## src/rtl/seq_acc_alu.sv

```systemverilog
// Accumulator ALU with power states; 1-cycle ops, N-cycle shift-add MULT (done pulses the cycle after).
// Back-pressure: op_ready drops during MULT, while OFF, and whenever pwr_off is asserted.
module seq_acc_alu #(
    parameter int N     = 8,
    parameter int CNT_W = 4
) (
    input  logic         i_clk,
    input  logic         i_rst,
    input  logic         i_pwr_on,
    input  logic         i_pwr_off,
    input  logic         i_op_valid,
    output logic         o_op_ready,
    input  logic [3:0]   i_op,
    input  logic [N-1:0] i_in,
    output logic [N-1:0] o_acc_out,
    output logic         o_done,
    output logic         o_carry,
    output logic         o_zero,
    output logic         o_illegal,
    output logic         o_pwr
);

    typedef enum logic [1:0] {S_OFF, S_IDLE, S_MUL} state_t;

    state_t           r_state, w_state_nxt;
    logic [N-1:0]     r_acc;
    logic             r_carry, r_zero, r_illegal, r_done;
    logic [2*N-1:0]   r_mcand, r_prod;
    logic [N-1:0]     r_mplier;
    logic [CNT_W-1:0] r_cnt;

    logic             w_pwr_off, w_accept, w_mul_last;
    logic [N:0]       w_sum;
    logic [2*N-1:0]   w_prod_nxt;
    logic [N-1:0]     w_alu_acc;
    logic             w_alu_carry;

    // pwr_on outranks pwr_off, so both together never powers down
    assign w_pwr_off  = i_pwr_off & ~i_pwr_on;
    assign o_op_ready = (r_state == S_IDLE) & ~i_pwr_off;
    assign w_accept   = i_op_valid & o_op_ready;
    assign w_mul_last = (r_state == S_MUL) && (r_cnt == CNT_W'(N - 1));
    assign w_sum      = {1'b0, r_acc} + {1'b0, i_in};
    assign w_prod_nxt = r_prod + (r_mplier[0] ? r_mcand : '0);

    assign o_acc_out  = (r_state == S_OFF) ? '0 : r_acc;
    assign o_pwr      = (r_state != S_OFF);
    assign o_done     = r_done;
    assign o_carry    = r_carry;
    assign o_zero     = r_zero;
    assign o_illegal  = r_illegal;

    always_comb begin
        w_state_nxt = r_state;
        case (r_state)
            S_OFF:   if (i_pwr_on) w_state_nxt = S_IDLE;
            S_IDLE: begin
                if (w_pwr_off)                      w_state_nxt = S_OFF;
                else if (w_accept && i_op == 4'd8)  w_state_nxt = S_MUL;
            end
            S_MUL: begin
                if (w_pwr_off)       w_state_nxt = S_OFF;
                else if (w_mul_last) w_state_nxt = S_IDLE;
            end
            default: w_state_nxt = S_IDLE;
        endcase
    end

    always_comb begin
        w_alu_acc   = r_acc;
        w_alu_carry = 1'b0;
        case (i_op)
            4'd1: w_alu_acc = i_in;
            4'd2: w_alu_acc = ~r_acc;
            4'd3: w_alu_acc = r_acc ^ i_in;
            4'd4: w_alu_acc = r_acc | i_in;
            4'd5: w_alu_acc = r_acc & i_in;
            4'd6: begin
                w_alu_acc   = r_acc - i_in;
                w_alu_carry = (r_acc < i_in);
            end
            4'd7: begin
                w_alu_acc   = w_sum[N-1:0];
                w_alu_carry = w_sum[N];
            end
            4'd9: w_alu_acc = '0;
            default: w_alu_acc = r_acc;
        endcase
    end

    always_ff @(posedge i_clk) begin
        if (i_rst) begin
            r_state   <= S_IDLE;
            r_acc     <= '0;
            r_carry   <= 1'b0;
            r_zero    <= 1'b0;
            r_illegal <= 1'b0;
            r_done    <= 1'b0;
            r_mcand   <= '0;
            r_mplier  <= '0;
            r_prod    <= '0;
            r_cnt     <= '0;
        end else begin
            r_state <= w_state_nxt;
            r_done  <= 1'b0;
            if (w_accept) begin
                if (i_op == 4'd8) begin
                    r_mcand  <= {{N{1'b0}}, r_acc};
                    r_mplier <= i_in;
                    r_prod   <= '0;
                    r_cnt    <= '0;
                end else begin
                    r_acc     <= w_alu_acc;
                    r_carry   <= w_alu_carry;
                    r_zero    <= (w_alu_acc == '0);
                    r_illegal <= (i_op >= 4'd10);
                    r_done    <= 1'b1;
                end
            end else if (r_state == S_MUL && !w_pwr_off) begin
                // acc stays untouched until the last step so an abort keeps the old value
                r_prod   <= w_prod_nxt;
                r_mcand  <= r_mcand << 1;
                r_mplier <= r_mplier >> 1;
                r_cnt    <= r_cnt + 1'b1;
                if (w_mul_last) begin
                    r_acc     <= w_prod_nxt[N-1:0];
                    r_carry   <= |w_prod_nxt[2*N-1:N];
                    r_zero    <= (w_prod_nxt[N-1:0] == '0);
                    r_illegal <= 1'b0;
                    r_done    <= 1'b1;
                end
            end
        end
    end

endmodule

```

## config.mk

```make
export PLATFORM = sky130hd
export DESIGN_NAME = seq_acc_alu
export DESIGN_NICKNAME = d
export VERILOG_FILES = /design/src/rtl/seq_acc_alu.sv
export SDC_FILE = /design/constraint.sdc
export NUM_CORES = 1
export LEC_CHECK = 0
export CORE_UTILIZATION = 61
export CTS_CLUSTER_SIZE = 16
export DETAILED_ROUTE_END_ITERATION = 10
export HOLD_SLACK_MARGIN = 0.12
export PLACE_DENSITY_LB_ADDON = 0.08
export SLEW_MARGIN = 20
export SYNTH_ARGS = -nofsm -noshare
export SYNTH_HDL_FRONTEND = slang
export SYNTH_SLANG_ARGS = --single-unit
```

## constraint.sdc

```tcl
create_clock -name i_clk -period 4.1 [get_ports i_clk]
set_clock_uncertainty 0.15 [all_clocks]
set_input_delay 0.615 -clock i_clk [delete_from_list [all_inputs] [get_ports i_clk]]
set_output_delay 0.615 -clock i_clk [all_outputs]
set_load 0.005 [all_outputs]
```

== Word-level counts from Yosys, hierarchy flattened ==
Index checks and enable logic that the tools add are counted.

* Memories kept: 0
* Register bits after elaboration: 58
* Word-level logic and storage cells: 98
* Memory bits (writable): 0
* Latch bits: 0
* Input port bits: 17
* Output and inout port bits: 14
* Bits in read-only memories: 0

* Div/mod/pow operators: 0
* Reduce and logical (&&, ||, !) cells: 14
* Bitwise logic cells: 9
* Magnitude comparators: 2
* Eq/ne operators: 17
* Shift-type cells: 0
* Muxes and demuxes: 42
* Multiply operators: 0
* $add $sub $neg: 4

{| class="wikitable"
|+ Operators by type and width
! kind !! number
|-
| 16-bit 2-to-1 mux || 7
|-
| 8-bit 2-to-1 mux || 8
|-
| 8-bit one-hot mux with 8 select lines || 1
|-
| 4-bit by 3-bit equality test with 1-bit output (second input constant) || 5
|-
| 16-bit adder || 1
|-
| 8-bit logical NOT || 2
|-
| 1-bit 2-to-1 mux || 16
|-
| 4-bit 2-to-1 mux || 3
|-
| 2-bit 2-to-1 mux || 5
|-
| 8-bit by 8-bit adder with 9-bit output || 1
|-
| 8-bit bitwise AND || 1
|-
| 4-bit by 2-bit equality test with 1-bit output (second input constant) || 2
|-
| 4-bit equality test (second input constant) || 2
|-
| 8-bit less-than comparator || 1
|-
| 8-bit NOT || 1
|-
| 8-bit bitwise OR || 1
|-
| 8-bit OR reduction || 1
|-
| 8-bit subtractor || 1
|-
| 8-bit bitwise XOR || 1
|-
| 2-bit one-hot mux with 3 select lines || 1
|-
| 3-bit AND reduction || 2
|-
| 2-bit nonzero test || 3
|-
| 4-bit by 1-bit adder with 4-bit output (second input constant) || 1
|-
| 4-bit by 1-bit equality test with 1-bit output (second input constant) || 1
|-
| other kinds (14) || 20
|}

== Longest topological paths before layout ==
* Word-level depth: 7
* Gate-level depth with buffers: 11
* Gate-level depth less buffers: 10

== Least setup slack after synthesis ==
OpenSTA, ideal clock, no wires.

* Path type: reg2reg
* From: reg r_mplier[0]
* To: reg r_carry (netlist: o_carry)
* Setup time: 0.145 ns
* Cell stages (with the launch flop): 12
* Buffers on the path: 1
* Setup slack: 1.094 ns
* Period minus slack after synthesis: 3.006 ns
* Arrival time: 2.712 ns
* Required time: 3.805 ns
* Path through: dfxtp_1 > clkbuf_1 > and2_1 > ha_1 > fa_1 > a21o_1 > a22oi_1 > a211oi_1 > o21a_1 > or3_4 > a2111oi_2 > a41oi_1

* Word-level cells in the longest chain between the ends: 6

{| class="wikitable"
|+ Ends and longest elaborated chain
! what !! line !! RTL
|-
| start, declared || 29 || <nowiki>logic [N-1:0] r_mplier;</nowiki>
|-
| start signal, assigned || 109 || <nowiki>r_mplier <= i_in;</nowiki>
|-
| start signal, assigned || 123 || <nowiki>r_mplier <= r_mplier >> 1;</nowiki>
|-
| 16-bit 2-to-1 mux || 44 || <nowiki>assign w_prod_nxt = r_prod + (r_mplier[0] ? r_mcand : '0);</nowiki>
|-
| 16-bit adder || 44 ||
|-
| 8-bit OR reduction || 127 || <nowiki>r_carry <= |w_prod_nxt[2*N-1:N];</nowiki>
|-
| 1-bit 2-to-1 mux || 125 || <nowiki>if (w_mul_last) begin</nowiki>
|-
| 1-bit 2-to-1 mux || 119 || <nowiki>end else if (r_state == S_MUL && !w_pwr_off) begin</nowiki>
|-
| 1-bit 2-to-1 mux || 106 || <nowiki>if (w_accept) begin</nowiki>
|-
| end signal, assigned || 114 || <nowiki>r_carry <= w_alu_carry;</nowiki>
|-
| end signal, assigned || 127 ||
|-
| end, declared || 27 || <nowiki>logic r_carry, r_zero, r_illegal, r_done;</nowiki>
|}

No other way between the ends. The select of a mux whose other input is x is not followed.
A chain may end at the register's enable or synchronous reset.

== Worst setup path after layout ==
Ends and elaborated chain as after synthesis.

==> results.py <==
metrics = {
    "drt": {
        "vias": 4930,
        "drt_iter0_drc": 398,
        "drc_errors": 0,
        "wire_per_inst_um": 17.6,
        "totalWireLength_um": 13800,
        "first_pass_iters": 6,
        "antenna_left": 0,
        "via_per_inst": 6.31,
    },
    "logic_synthesis": {
        "yosys.area.top_type": "dfxtp_1",
        "synthAdderAreaFrac_pct": 12.4,
        "avgSynthCellArea_um2": 7.25,
        "ys_top_cells_by_area": "dfxtp_1 (24%), ha_1 (11%), a21oi_1 (6.9%)",
        "synth-simple-area-share_pct": 25.6,
        "synth_top_family_by_area": "compound AO/OA/AOI/OAI gates",
        "synth-xor-area-share_pct": 3.08,
        "synth_edf_count": 0,
        "synthArstFlopShare_pct": 0,
        "synth_commonest_cells": "nand2_1 (87), nor2_1 (77), a21oi_1 (67), dfxtp_1 (58), ha_1 (43)",
        "seq_area_frac_synth_pct": 24.0,
        "synthMuxAreaShare_pct": 1.71,
        "synth_cell_types": 64,
        "syn_area_mm2": 0.00483,
        "synth_top_area_share_pct": 24.0,
        "yosysMostFrequentCell": "nand2_1",
        "yosys_warnings": 0,
        "synth_compound_area_share_pct": 27.2,
        "synthFlopType": "dfxtp_1",
        "ys_ff_latch": 58,
        "syn_inst": 666,
        "synth_nets": 729,
    },
    "clocking": {
        "cts_buffers": 9,
        "clk_latency_ps": 360,
        "cts_setup_buffers": 0,
        "root_buffer": "clkbuf_8",
        "clk_pin_slew_ps": 80,
        "hold_buffers": 0,
        "numClockSinks": 58,
        "cts_tree": "yes",
        "cts_buffer_depth": 2,
        "cts.repair.resized": 0,
        "htreeDepth": 3,
    },
    "placement": {
        "place.gp.congestion": 0.904,
        "dp_hpwl_um": 9940,
        "io_buffers": 30,
    },
    "cells_and_area": {
        "antennaDiodeCount": 0,
        "fin_util_pct": 70.2,
        "drive_gt1_share_pct": 6.04,
        "nets": 737,
        "area_growth_syn_to_layout_pct": 11.7,
    },
    "worst_setup_path": {
        "crit_chain": "and2_1, ha_1, fa_1, a21o_1, a22oi_1, a211oi_1, o21a_1, or3_4, a2111oi_2, a41oi_1",
        "slowest_delay_ps": 510,
        "path_delay_family": "compound AO/OA/AOI/OAI gates",
        "endpoint_kind": "register",
        "arrival_ps": 3440,
        "required_ps": 4170,
        "crit_type": "reg2reg",
        "slowest_stage": "dfxtp_1",
        "path_buf_inv": 0,
        "crit_fanout": 17,
        "start_kind": "register",
    },
    "global_routing": {
        "grt_max_degree": 42,
        "grt_pass1_vias": 4472,
        "gr-total-overflow": 0,
        "antenna_found_initial": 0,
        "track_usage_pct": 33.7,
        "grt_pass1_wl_um": 22200,
    },
    "sta": {
        "slew_viol_final": 0,
        "whs_ps": 311,
        "rsz0062_at_grt": "false",
        "finalSetupViolCount": 0,
        "period_needed_ps": 3370,
        "fin_crit_sh_pct": 82.2,
        "worstMarginPinSlew_ps": 761,
        "tns_ps": 0,
        "maxSlewHeadroom_pct": 49.3,
        "hold_viol": 0,
        "fmax_mhz": 297,
    },
    "floorplanning": {
        "die_w_um": 91.0,
        "dieArea_mm2": 0.00828,
        "rows": 32,
        "die_y_um": 91.0,
        "core_mm2": 0.00769,
        "initial_core_util_pct": 62.8,
        "ios": 31,
    },
    "pwr": {
        "vdd_drop_max_mv": 0.268,
        "power.density_mw_per_mm2": 358,
        "p_leak_nw": 2.14,
    },
    "run_status": {
        "status": "finished clean",
    },
    "job": {
        "cap_violations": 0,
    },
    "min_path": {
        "min_path_type": "reg2reg",
    },
}
==> cell usage in the layout (no fill, tap or decap), drive strengths merged, types with 4 or more instances in the layout <==
cell type      synthesis  final
nand2                 87     87
nor2                  77     77
a21oi                 67     67
dfxtp                 58     58
ha                    43     43
nand3                 34     34
clkdlybuf4s50          0     29
inv                   28     29
o21ai                 26     26
and2                  17     17
a311oi                16     16
buf                   15     14
a31oi                 12     12
a21o                  12     12
xnor2                 11     11
nor3                  11     11
nand2b                 9      9
a211oi                 9      9
clkbuf                31      9
xor2                   6      6
mux2i                  6      6
o211ai                 6      6
a221oi                 6      6
o21bai                 5      5
o21a                   5      5
or3                    5      5
nor2b                  4      4
a22oi                  4      4
o31ai                  4      4
a211o                  4      4
nor4                   4      4
or2                    4      4
==> worst min-delay path, stage by stage (launching register included) <==
cell	delay, ps
dfxtp_1	320
nand2_1	50
a21oi_1	50
==> worst paths after layout <==
check | slack (ps) | from | depth (start not counted) | endpoint
worst max-delay path | 730 | r_mplier[0] | 10 | o_carry
worst min-delay path | 310 | r_mplier[1] | 2 | r_mplier[1]
worst max register to register | 730 | r_mplier[0] | 10 | o_carry
worst min register to register | 310 | r_mplier[1] | 2 | r_mplier[1]
==> power breakdown <==
part           total [mW]  switching (mW)  internal, mW
Sequential          0.654          0.0478         0.606
Combinational       0.663           0.392         0.271
Clock               0.613           0.267         0.346
Total                1.93           0.707          1.22
==> metrics by stage <==
stage	std cells	cell area, um^2	setup WS [ps]	power (mW)
after global placement	765	5170	578	1.30
after CTS	781	5390	751	1.92
after detailed placement	765	5170	505	1.31
after floorplan	666	4830	1090	1.09
final	781	5390	728	1.93
after global routing	781	5390	575	2.02
==> registers in the layout, summed over array words and instances (netlist names) <==
signal,count
r_mcand,16
r_mplier,8
o_done,1
r_state,2
o_zero,1
r_acc,8
r_prod,16
o_illegal,1
o_carry,1
r_cnt,4
==> metal layers <==
layer	vias up	GRT usage, %	routed length, um
li1	2388	-	-
met1	2320	47.1	6440
met2	187	51.6	6090
met3	35	5.95	902
met4	0	12.7	322
met5	-	0	0
==> final cells by class <==
cell class / instances / area [um^2]
multi-input combinational: 534 / 3380
fill: 677 / 2290
clock buffer: 9 / 124
tap: 102 / 128
clock inverter: 7 / 101
sequential: 58 / 1160
inverter: 28 / 105
timing repair buffer: 43 / 393
==> kinds of logic after synthesis <==
group,count (synthesis)
and+or+nand+nor,267
AOI/OAI and AO/OA,196
buffers and inverters,74
DFF,58
adders and majority gates,46
xor gates and xnor gates,17
muxes,8
(Power assumes the default switching activity.)
